**config.mk**
```make
export PLATFORM = sky130hd
export DESIGN_NAME = button_gesture_decoder
export DESIGN_NICKNAME = d
export VERILOG_FILES = /design/src/rtl/button_gesture_decoder.sv
export SDC_FILE = /design/constraint.sdc
export NUM_CORES = 1
export LEC_CHECK = 0
export CORE_AREA = 2 2 64 66
export DETAILED_ROUTE_END_ITERATION = 6
export DIE_AREA = 0 0 66 68
export GPL_ROUTABILITY_DRIVEN = 0
export PLACE_DENSITY = 0.78
export REMOVE_ABC_BUFFERS = 1
export SYNTH_ARGS = -nofsm -noshare
export SYNTH_HDL_FRONTEND = slang
export SYNTH_SLANG_ARGS = --single-unit
```
**constraint.sdc**
```tcl
create_clock -name clk -period 2.9 [get_ports clk]
set_input_delay 0.58 -clock clk [delete_from_list [all_inputs] [get_ports clk]]
set_output_delay 0.58 -clock clk [all_outputs]
set_load 0.02 [all_outputs]
```
**src/rtl/button_gesture_decoder.sv**
```systemverilog
// ---------------------------------------------------------------------------
// button_gesture_decoder
//
// Classifies gestures on a debounced, clk-synchronous push-button level:
//   press / release edges, short press, long press and double click.
// Every result is a registered single-cycle pulse.
//
// Optional feature: define AUTO_REPEAT_EN to build the auto-repeat counter
// that pulses repeat_pulse every REPEAT_CLOCKS cycles while a long press is
// still held. Without the macro repeat_pulse is tied to 0 and the repeat
// counter does not exist.
//
// Reset is asynchronous and active low. A gesture that reset interrupts never
// produces a gesture pulse, because the FSM and counters restart from IDLE.
//
// Handshake: there is no valid/ready pair. btn is sampled every rising clk
// edge and every output is a level (held) or a one-cycle pulse that the
// consumer must capture in the cycle it is high; nothing is back-pressured.
// ---------------------------------------------------------------------------
module button_gesture_decoder #(
  parameter int LONG_CLOCKS   = 12_000_000,
  parameter int DOUBLE_CLOCKS = 3_600_000,
  parameter int REPEAT_CLOCKS = 1_200_000,
  parameter int CNT_W         = 24
) (
  input  logic       clk,
  input  logic       rst_n,
  input  logic       btn,
  output logic       held,
  output logic       press_pulse,
  output logic       release_pulse,
  output logic       short_press,
  output logic       long_press,
  output logic       double_click,
  output logic       repeat_pulse,
  output logic [2:0] dbg_state
);

  // FSM encoding
  localparam logic [2:0] S_IDLE     = 3'd0;
  localparam logic [2:0] S_PRESSED  = 3'd1;
  localparam logic [2:0] S_LONGHELD = 3'd2;
  localparam logic [2:0] S_WAIT2    = 3'd3;
  localparam logic [2:0] S_PRESS2   = 3'd4;

  // Terminal counts: the counter starts at 0 on state entry, so the limit is
  // reached on the (LIMIT)-th cycle spent in the state.
  localparam logic [CNT_W-1:0] C_LONG_LAST   = CNT_W'(LONG_CLOCKS - 1);
  localparam logic [CNT_W-1:0] C_DOUBLE_LAST = CNT_W'(DOUBLE_CLOCKS - 1);

  // Largest count any timer has to reach; used only for the width check.
  localparam int MAX_CLOCKS_LD = (LONG_CLOCKS > DOUBLE_CLOCKS) ? LONG_CLOCKS : DOUBLE_CLOCKS;
  localparam int MAX_CLOCKS    = (MAX_CLOCKS_LD > REPEAT_CLOCKS) ? MAX_CLOCKS_LD : REPEAT_CLOCKS;

  // Refuse to elaborate if a timer could not reach its terminal count.
  if (longint'(MAX_CLOCKS) > (longint'(1) << CNT_W)) begin : g_bad_cnt_w
    $error("button_gesture_decoder: CNT_W too narrow for the configured clock counts");
  end

  // ---------------------------------------------------------------------
  // Registers and wires
  // ---------------------------------------------------------------------
  logic             r_btn_q;
  logic [2:0]       r_state;
  logic [CNT_W-1:0] r_cnt;
  logic             r_press_pulse;
  logic             r_release_pulse;
  logic             r_short_press;
  logic             r_long_press;
  logic             r_double_click;

  logic             w_rise;
  logic             w_fall;
  logic [2:0]       w_state_nxt;
  logic             w_long_nxt;
  logic             w_short_nxt;
  logic             w_double_nxt;
  logic             w_timed_state;

  // Edge detection against the previous sample.
  assign w_rise = btn & ~r_btn_q;
  assign w_fall = ~btn & r_btn_q;

  // Only PRESSED and WAIT2 compare the counter; elsewhere it rests at 0 so
  // it cannot wrap however long the button sits idle or long-held.
  assign w_timed_state = (r_state == S_PRESSED) || (r_state == S_WAIT2);

  // Button sample register; its value is also the held output.
  always_ff @(posedge clk or negedge rst_n) begin
    if (!rst_n) begin
      r_btn_q <= 1'b0;
    end else begin
      r_btn_q <= btn;
    end
  end

  // Next-state and gesture-pulse decode. Where an edge and a timeout land in
  // the same cycle the edge is tested first, so it wins.
  always_comb begin
    w_state_nxt  = r_state;
    w_long_nxt   = 1'b0;
    w_short_nxt  = 1'b0;
    w_double_nxt = 1'b0;
    case (r_state)
      S_IDLE: begin
        if (w_rise) begin
          w_state_nxt = S_PRESSED;
        end
      end
      S_PRESSED: begin
        if (w_fall) begin
          w_state_nxt = S_WAIT2;
        end else if (r_cnt == C_LONG_LAST) begin
          // btn is necessarily still 1 here: no fall since the press edge.
          w_long_nxt  = 1'b1;
          w_state_nxt = S_LONGHELD;
        end
      end
      S_LONGHELD: begin
        if (w_fall) begin
          w_state_nxt = S_IDLE;
        end
      end
      S_WAIT2: begin
        if (w_rise) begin
          w_double_nxt = 1'b1;
          w_state_nxt  = S_PRESS2;
        end else if (r_cnt == C_DOUBLE_LAST) begin
          w_short_nxt = 1'b1;
          w_state_nxt = S_IDLE;
        end
      end
      S_PRESS2: begin
        if (w_fall) begin
          w_state_nxt = S_IDLE;
        end
      end
      default: begin
        w_state_nxt = S_IDLE;
      end
    endcase
  end

  // State register.
  always_ff @(posedge clk or negedge rst_n) begin
    if (!rst_n) begin
      r_state <= S_IDLE;
    end else begin
      r_state <= w_state_nxt;
    end
  end

  // Gesture timer: cleared on every state change, counts in timed states.
  always_ff @(posedge clk or negedge rst_n) begin
    if (!rst_n) begin
      r_cnt <= '0;
    end else if (w_state_nxt != r_state) begin
      r_cnt <= '0;
    end else if (w_timed_state) begin
      r_cnt <= r_cnt + 1'b1;
    end else begin
      r_cnt <= '0;
    end
  end

  // Registered output pulses; edges fire regardless of FSM state.
  always_ff @(posedge clk or negedge rst_n) begin
    if (!rst_n) begin
      r_press_pulse   <= 1'b0;
      r_release_pulse <= 1'b0;
      r_short_press   <= 1'b0;
      r_long_press    <= 1'b0;
      r_double_click  <= 1'b0;
    end else begin
      r_press_pulse   <= w_rise;
      r_release_pulse <= w_fall;
      r_short_press   <= w_short_nxt;
      r_long_press    <= w_long_nxt;
      r_double_click  <= w_double_nxt;
    end
  end

`ifdef AUTO_REPEAT_EN
  localparam logic [CNT_W-1:0] C_REPEAT_LAST = CNT_W'(REPEAT_CLOCKS - 1);

  logic [CNT_W-1:0] r_rep_cnt;
  logic             r_repeat_pulse;

  // Auto-repeat: counts only while LONGHELD (cleared on entry because the
  // previous cycle was PRESSED); the release cycle itself is still LONGHELD,
  // so a period that ends exactly on release still pulses.
  always_ff @(posedge clk or negedge rst_n) begin
    if (!rst_n) begin
      r_rep_cnt      <= '0;
      r_repeat_pulse <= 1'b0;
    end else if (r_state == S_LONGHELD) begin
      if (r_rep_cnt == C_REPEAT_LAST) begin
        r_rep_cnt      <= '0;
        r_repeat_pulse <= 1'b1;
      end else begin
        r_rep_cnt      <= r_rep_cnt + 1'b1;
        r_repeat_pulse <= 1'b0;
      end
    end else begin
      r_rep_cnt      <= '0;
      r_repeat_pulse <= 1'b0;
    end
  end

  assign repeat_pulse = r_repeat_pulse;
`else
  assign repeat_pulse = 1'b0;
`endif

  assign held          = r_btn_q;
  assign press_pulse   = r_press_pulse;
  assign release_pulse = r_release_pulse;
  assign short_press   = r_short_press;
  assign long_press    = r_long_press;
  assign double_click  = r_double_click;
  assign dbg_state     = r_state;

endmodule
```
==> flow_metrics.env, run 1 <==
export IMPL_yosys_area_top_type="dfrtp_1"
export IMPL_rsz0062_at_grt="no"
export IMPL_antenna_found_initial=0
export IMPL_slowest_stage="o31ai_4"
export IMPL_drv_slew=0
export IMPL_avgViaCountPerCell=5.93
export IMPL_final_cell_mix="dfrtp_1 (33), a21oi_1 (15), clkdlybuf4s50_1 (11), nand4_1 (10)"
export IMPL_fill_cells=359
export IMPL_dp_hpwl_um=2370
export IMPL_required_ns=3.05
export IMPL_first_global_vias=1357
export IMPL_synth_cells=173
export IMPL_finalCritPeriodShare=0.798
export IMPL_setup_viol=0
export IMPL_grt_first_pass_wirelength_um=5980
export IMPL_htree_levels=2
export IMPL_synth_ff_latch_count=33
export IMPL_end_kind="register"
export IMPL_syn_to_final_growth_pct=11.4
export IMPL_synth_edff_count=0
export IMPL_fp_dieArea_mm2=0.00449
export IMPL_clock_sinks=33
export IMPL_synth_area_mm2=0.00181
export IMPL_wl_per_cell_um=14.7
export IMPL_synthTopCellsByArea="dfrtp_1 (46%), a21oi_1 (4.2%), nand4_1 (3.5%)"
export IMPL_syn_area_per_cell_um2=10.4
export IMPL_hold_viol_final=0
export IMPL_post_cts_setup_buffer_count=0
export IMPL_ant_nets=0
export IMPL_drive_above_1_share=0.109
export IMPL_core_mm2=0.00386
export IMPL_switching_power_uw=351
export IMPL_fin_skew_ns=0.00412
export IMPL_combPwrFrac=0.228
export IMPL_cts_root_buf="clkbuf_8"
export IMPL_internal_power_uw=812
export IMPL_async_flop_share=1.00
export IMPL_power_leakage_nw=0.786
export IMPL_p_sw_frac=0.302
export IMPL_drt_iter0_markers=92
export IMPL_max_slew_margin_rel=0.460
export IMPL_ir_drop_v=0.000250
export IMPL_synth_ff_type="dfrtp_1"
export IMPL_fin_util=0.522
export IMPL_p_per_area_mw_per_mm2=578
export IMPL_num_vias=1388
export IMPL_routed_wl_um=3440
export IMPL_ys_types=47
export IMPL_tns_ns=0
export IMPL_clock_fmax_mhz=432
export IMPL_path_max_fanout=19
export IMPL_p_seq_frac=0.450
export IMPL_criticalPathCategory="reg -> reg"
export IMPL_layout_nets=187
export IMPL_overflow=0
export IMPL_antenna_cells=0
export IMPL_drt_first_pass_iters=4
export IMPL_cts_hold_buf=0
export IMPL_critPathArrivalTime_ns=2.46
export IMPL_gr_usage_all_layers=0.180
export IMPL_cts_tree="done"
export IMPL_die_h_um=68
export IMPL_drc=0
export IMPL_start_kind="register"
export IMPL_boundaryPins=13
export IMPL_clkPwrFrac=0.323
export IMPL_cts_resized=0
export IMPL_ys_seq_area_frac=0.457
export IMPL_synth_top_area_share=0.457
export IMPL_yosys_warnings=0
export IMPL_worst_pin_slew_ns=0.810
export IMPL_layout_commonest_cell="dfrtp_1"
export IMPL_cp_cell_sequence="ha_1, and4_1, nand4_4, o31ai_4, buf_4, a21oi_1"
export IMPL_cts_buffers=5
export IMPL_die_x_um=66
export IMPL_status="completed"
export IMPL_grt_max_degree=34
export IMPL_clk_pin_slew_ns=0.06
export IMPL_max_cap_violations=0
export IMPL_clkLatencyLatePin_ns=0.28
export IMPL_min_path_type="reg -> reg"
export IMPL_min_period_ns=2.31
export IMPL_place_port_buffers=11
export IMPL_initial_core_util=0.469
export IMPL_cts_max_path_buffers=2
export IMPL_critPathMaxStageDelay_ns=0.70
export IMPL_num_rows=23
area by class of cell:
type | instances | area (µm²) | share of cell area
Clock buffer | 7 | 96.3 | 0.0479
Clock inverter | 1 | 5.00 | 0.00249
Inverter | 3 | 11.3 | 0.00560
Multi-Input combinational cell | 127 | 886 | 0.440
Sequential cell | 33 | 826 | 0.410
Tap cell | 50 | 62.6 | 0.0311
Timing Repair Buffer | 13 | 125 | 0.0622
per-stage QoR:
step | area, µm² | power [mW] | worst slack [ns] | hold WS (ns) | std cells
after floorplan | 1720 | 0.695 | 0.886 | 0.284 | 163
after global placement | 1910 | 0.788 | 0.707 | 0.432 | 226
after detailed placement | 1910 | 0.799 | 0.584 | 0.450 | 226
after CTS | 2010 | 1.17 | 0.574 | 0.459 | 234
after global routing | 2010 | 1.22 | 0.420 | 0.463 | 234
final | 2010 | 1.16 | 0.586 | 0.449 | 234
cell usage after synthesis, types with 2 or more instances:
master,count
nor4_1,2
xnor2_1,5
nor3_1,7
nor2_1,6
xor2_1,7
a22oi_1,8
buf_2,3
and4_1,4
nor3b_1,2
a21oi_1,15
nand2_1,8
buf_6,5
nand3b_1,2
o21ai_0,7
dfrtp_1,33
o211ai_1,2
or3_1,6
inv_1,3
and2_1,4
nand4_1,10
nand3_1,6
nand2b_1,2
and3_1,2
sequential cells by signal (all words and copies together) (netlist names):
| register | count |
|---|---|
| short_press | 1 |
| r_cnt | 24 |
| press_pulse | 1 |
| double_click | 1 |
| held | 1 |
| release_pulse | 1 |
| dbg_state | 3 |
| long_press | 1 |
power by group through the flow:
| stage | Sequential (mW) | Combinational, mW | Clock, mW |
|---|---|---|---|
| 3_5_place_dp | 0.531 | 0.268 | 0 |
| 4_1_cts | 0.523 | 0.268 | 0.383 |
| 6_report | 0.523 | 0.265 | 0.375 |
| 3_3_place_gp | 0.529 | 0.259 | 0 |
| 2_1_floorplan | 0.545 | 0.150 | 0 |
| 5_1_grt | 0.527 | 0.293 | 0.401 |
critical path, delay by kind of cell (launching register included):
kind	cells	cell delay, ns
adder cells (fa/ha/maj)	1	0.29
buffers and inverters	1	0.29
AND/OR/NAND/NOR	2	0.46
flip-flops	1	0.36
AO/OA/AOI/OAI	2	0.78
layer usage:
| layer | global-route usage | vias to the layer above | routed length (µm) |
|---|---|---|---|
| met5 | 0 | - | 0 |
| met4 | 0.0969 | 0 | 82 |
| met3 | 0.0493 | 7 | 111 |
| met2 | 0.301 | 24 | 1700 |
| met1 | 0.213 | 683 | 1550 |
| li1 | - | 674 | - |
final timing paths:
kind	endpoint	start	slack (ns)	cells after the start
max reg2reg	r_cnt[7]$_DFF_PN0_	r_cnt[0]$_DFF_PN0_	0.59	6
max in group asynchronous	r_cnt[11]$_DFF_PN0_	rst_n	1.92	2
min	r_cnt[0]$_DFF_PN0_	r_cnt[0]$_DFF_PN0_	0.45	1
min reg2reg	r_cnt[0]$_DFF_PN0_	r_cnt[0]$_DFF_PN0_	0.45	1
min in group asynchronous	r_cnt[21]$_DFF_PN0_	rst_n	0.69	2
max	r_cnt[7]$_DFF_PN0_	r_cnt[0]$_DFF_PN0_	0.59	6
cells by family after synthesis:
family,share of synthesized area
flip-flops,0.457
AO/OA/AOI/OAI,0.152
buffers and inverters,0.0526
AND/OR/NAND/NOR,0.271
XOR/XNOR,0.0582
other,0.00208
adder cells (fa/ha/maj),0.00692
No activity file was read; power rests on OpenSTA's default activity.
==> inputs of run 2 (changes only) <==
--- a/config.mk
+++ b/config.mk
@@ -9,7 +9,7 @@
 export DETAILED_ROUTE_END_ITERATION = 6
 export DIE_AREA = 0 0 66 68
 export GPL_ROUTABILITY_DRIVEN = 0
-export PLACE_DENSITY = 0.78
+export PLACE_DENSITY = 0.81
 export REMOVE_ABC_BUFFERS = 1
 export SYNTH_ARGS = -nofsm -noshare
 export SYNTH_HDL_FRONTEND = slang
==> constraint.sdc (replaced) <==
create_clock -name clk -period 1.9 [get_ports clk]
set_input_delay 0.38 -clock clk [delete_from_list [all_inputs] [get_ports clk]]
set_output_delay 0.38 -clock clk [all_outputs]
set_load 0.02 [all_outputs]
==> run 2 against run 1 <==
  * Non-clock buffer count increased by 17
  * Core utilization increased by 4.3 points
  * Worst setup slack got worse by 0.51 ns
  * Wire length increased by 15%
  * Sequential cell count unchanged
  * Count of clock-buffer cells in the layout unchanged
  * Hold slack improved by 0.0044 ns
==> flow_metrics.env, run 2 (synthesized netlist as in run 1, its figures left out) <==
export IMPL_cts_tree="done"
export IMPL_place_ws_ns=0.0883
export IMPL_gr_usage_all_layers=0.202
export IMPL_end_kind="register"
export IMPL_max_cap_violations=0
export IMPL_layout_commonest_cell="dfrtp_1"
export IMPL_die_h_um=68
export IMPL_dp_hpwl_um=2590
export IMPL_die_x_um=66
export IMPL_tns_ns=0
export IMPL_num_rows=23
export IMPL_r2r_end="r_cnt[0]$_DFF_PN0_"
export IMPL_cpLargestDelayFamily="simple AND/OR/NAND/NOR gates"
export IMPL_cts_max_path_buffers=2
export IMPL_hold_end="r_cnt[0]$_DFF_PN0_"
export IMPL_min_delay_start="r_cnt[0]$_DFF_PN0_"
export IMPL_final_cell_mix="dfrtp_1 (31), buf_4 (16), a21oi_1 (15), clkdlybuf4s50_1 (11), nand4_1 (10)"
export IMPL_place_port_buffers=11
export IMPL_required_ns=2.07
export IMPL_start_kind="register"
export IMPL_fin_util=0.565
export IMPL_clock_sinks=33
export IMPL_overflow=0
export IMPL_min_path_cells=1
export IMPL_cp_buffers_inverters=2
export IMPL_layout_nets=204
export IMPL_criticalPathCategory="reg -> reg"
export IMPL_clk_pin_slew_ns=0.06
export IMPL_setup_viol=0
export IMPL_drive_above_1_share=0.195
export IMPL_ant_nets=0
export IMPL_largest_reg_flops=24
export IMPL_wl_per_cell_um=15.9
export IMPL_htree_levels=2
export IMPL_rrSetupSlack_ns=0.07
export IMPL_cts_hold_buf=0
export IMPL_fin_skew_ns=0.00666
export IMPL_clock_fmax_mhz=547
export IMPL_min_path_type="reg -> reg"
export IMPL_core_mm2=0.00386
export IMPL_slowest_stage="dfrtp_1"
export IMPL_p_per_area_mw_per_mm2=849
export IMPL_antenna_found_initial=0
export IMPL_worstSetupStartpoint="r_cnt[19]$_DFF_PN0_"
export IMPL_cp_cell_sequence="nor4b_4, nand4_4, o31ai_4, buf_4, clkbuf_16, a21oi_1"
export IMPL_r2r_cells=6
export IMPL_p_total_mw=1.85
export IMPL_ir_drop_v=0.000371
export IMPL_num_vias=1473
export IMPL_drv_slew=0
export IMPL_path_max_fanout=13
export IMPL_syn_to_final_growth_pct=20.5
export IMPL_first_global_vias=1455
export IMPL_finalCritPeriodShare=0.961
export IMPL_fp_dieArea_mm2=0.00449
export IMPL_boundaryPins=13
export IMPL_hold_viol_final=0
export IMPL_r2r_start="r_cnt[19]$_DFF_PN0_"
export IMPL_antenna_cells=0
export IMPL_setup_slack_ns=0.0733
export IMPL_drt_first_pass_iters=4
export IMPL_power_leakage_nw=0.879
export IMPL_critPathArrivalTime_ns=2.00
export IMPL_drt_iter0_markers=105
export IMPL_routed_wl_um=3970
export IMPL_grt_max_degree=34
export IMPL_initial_core_util=0.469
export IMPL_cts_buffers=5
export IMPL_grt_first_pass_wirelength_um=6670
export IMPL_drc=0
export IMPL_avgViaCountPerCell=5.89
export IMPL_largest_register="r_cnt"
export IMPL_cts_root_buf="clkbuf_8"
export IMPL_clkLatencyLatePin_ns=0.29
export IMPL_min_period_ns=1.83
export IMPL_critPathMaxStageDelay_ns=0.43
export IMPL_status="completed"
## run 2: how the worst max path moves through the flow
| stage | end | slack (ns) | cells after the start |
|---|---|---|---|
| detailed placement | r_cnt[23]$_DFF_PN0_ | 0.09 | 6 |
| finish | r_cnt[0]$_DFF_PN0_ | 0.07 | 6 |
| global placement | r_cnt[21]$_DFF_PN0_ | 0.1 | 6 |
| global route | r_cnt[13]$_DFF_PN0_ | -0.02 | 6 |
| CTS | r_cnt[23]$_DFF_PN0_ | 0.07 | 5 |
| floorplan | r_cnt[19]$_DFF_PN0_ | -0.11 | 5 |
## run 2: worst register-to-register path, stage by stage (launching register included)
cell and delay (ns):
dfrtp_1 0.43, nor4b_4 0.37, nand4_4 0.17, o31ai_4 0.34, buf_4 0.19, clkbuf_16 0.16
a21oi_1 0.07
## run 2: layout make-up
| type | count | area [µm²] |
|---|---|---|
| inverter | 3 | 11.3 |
| fill | 347 | 1680 |
| clock buffer | 7 | 86.3 |
| timing repair buffer | 30 | 295 |
| multi-input combinational | 127 | 893 |
| tap | 50 | 62.6 |
| sequential | 33 | 828 |
## run 2: timing repair
action / CTS / global route
endpoints found under the setup margin: 0 / 20
endpoints found under the hold margin: 0 / 0
resized for setup: 0 / 4
buffers inserted: 0 / 3
## run 2: per-stage QoR
step                      instance area (µm²)  cells  hold WS, ns
final                                    2180    250        0.453
after global routing                     2180    250        0.491
after CTS                                2120    246        0.460
after detailed placement                 2030    239        0.452
after global placement                   2030    239        0.442
after floorplan                          1720    163       0.0844
## run 2: routing by layer
layer  share of wire  global-route usage
met5               0                   0
met4           0.022              0.0740
met3           0.044              0.0691
met2            0.51               0.341
met1            0.42               0.242
## run 2: where the power goes
group | switching, mW | internal (mW) | total [mW]
logic | 0.279 | 0.253 | 0.532
registers | 0.0356 | 0.748 | 0.784
clock network | 0.245 | 0.287 | 0.532
total | 0.560 | 1.29 | 1.85
==> patch, RTL diff (config.mk and constraints of run 1) <==
`CNT_W`: 24 -> 36.
--- a/src/rtl/button_gesture_decoder.sv
+++ b/src/rtl/button_gesture_decoder.sv
@@ -23,3 +23,3 @@
   parameter int REPEAT_CLOCKS = 1_200_000,
-  parameter int CNT_W         = 24
+  parameter int CNT_W         = 36
 ) (
Function: no difference found for any inputs over 10 cycles, from zero or initial values and one cycle with rst_n low; that may be too few to reach the edited logic, so the function may still have changed.
==> patch against run 1 <==
- cell area rose by 32%
- sequential power rose by 33%
- via count rose by 31%
- wire length rose by 34%
- total power rose by 26%
- setup slack improved by 0.048 ns
- synthesized area rose by 35%
- sequential share of layout area rose by 1.2 points
- non-clock buffer count rose by 3
- sequential cell count rose by 12
- highest routed layer unchanged
==> patch: results (changes against run 1) <==
vias in the first global route 1,694 (was 1,357); pre-CTS setup slack 0.442 ns (was 0.584 ns); Synth Area in Compound Gates 4.15% (was 15.2%); Tmin final 2.27 ns (was 2.31 ns); Worst Max-Slew Pin Slew 0.972 ns (was 0.810 ns); Placed Cells 296 (was 226); DRT iter0 DRCs 161 (was 92); inverters 6 (was 3); wire per inst 15.2 um (was 14.7 um); WP data arrival 2.43 ns (was 2.46 ns); worst min-delay path class in2async (was reg2reg); fraction of area in multi-input gates 45.5% (was 44.0%); clock slew at reported path FFs 0.08 ns (was 0.06 ns); Clock Skews 0.00476 ns (was 0.00412 ns); PwrDens 549 nW/um^2 (was 578 nW/um^2); RR Startpoint r_cnt[23] (was r_cnt[0]); P_leak 0.982 nW (was 0.786 nW); Non-clk bufs 16 (was 13); reg-to-reg critical path endpoint r_cnt[4] (was r_cnt[7]); Hold WS 0.433 ns (was 0.449 ns); clk tree area frac 3.24% (was 5.04%); status finished, final reports clean (unchanged); #MultiIn Comb 179 (was 127); Adder-Cell Fraction of Synth Area 0.513% (was 0.693%); share of cells above drive strength 1 13.0% (was 10.9%); max reg flops 36 (was 24); post-place instance area 2580 sq um (was 1910 sq um)
-- patch: changes by cell type after synthesis, moves of 5 or more --
| cell | before | now |
|---|---|---|
| a21oi_1 | 15 | 1 |
| nor4_1 | 2 | 7 |
| nand2_1 | 8 | 15 |
| nor2_1 | 6 | 11 |
| xnor2_1 | 5 | 16 |
| nand3_1 | 6 | 17 |
| xor2_1 | 7 | 15 |
| nor3_1 | 7 | 31 |
| clkbuf_1 | 0 | 6 |
| a22oi_1 | 8 | 0 |
| nor3_2 | 0 | 11 |
| dfrtp_1 | 33 | 45 |
-- patch: report_power, final --
part	internal (mW)	switching (mW)	total, mW	leakage [nW]
logic	0.120	0.270	0.391	0.318
registers	0.655	0.0420	0.697	0.620
clock network	0.166	0.210	0.376	0.0439
total	0.941	0.522	1.46	0.982
-- patch: routing by layer --
metal / up-vias / track usage (%)
met5: - / 0
met4: 0 / 10.2
met3: 7 / 5.26
met2: 38 / 37.8
met1: 885 / 31.9
li1: 890 / -
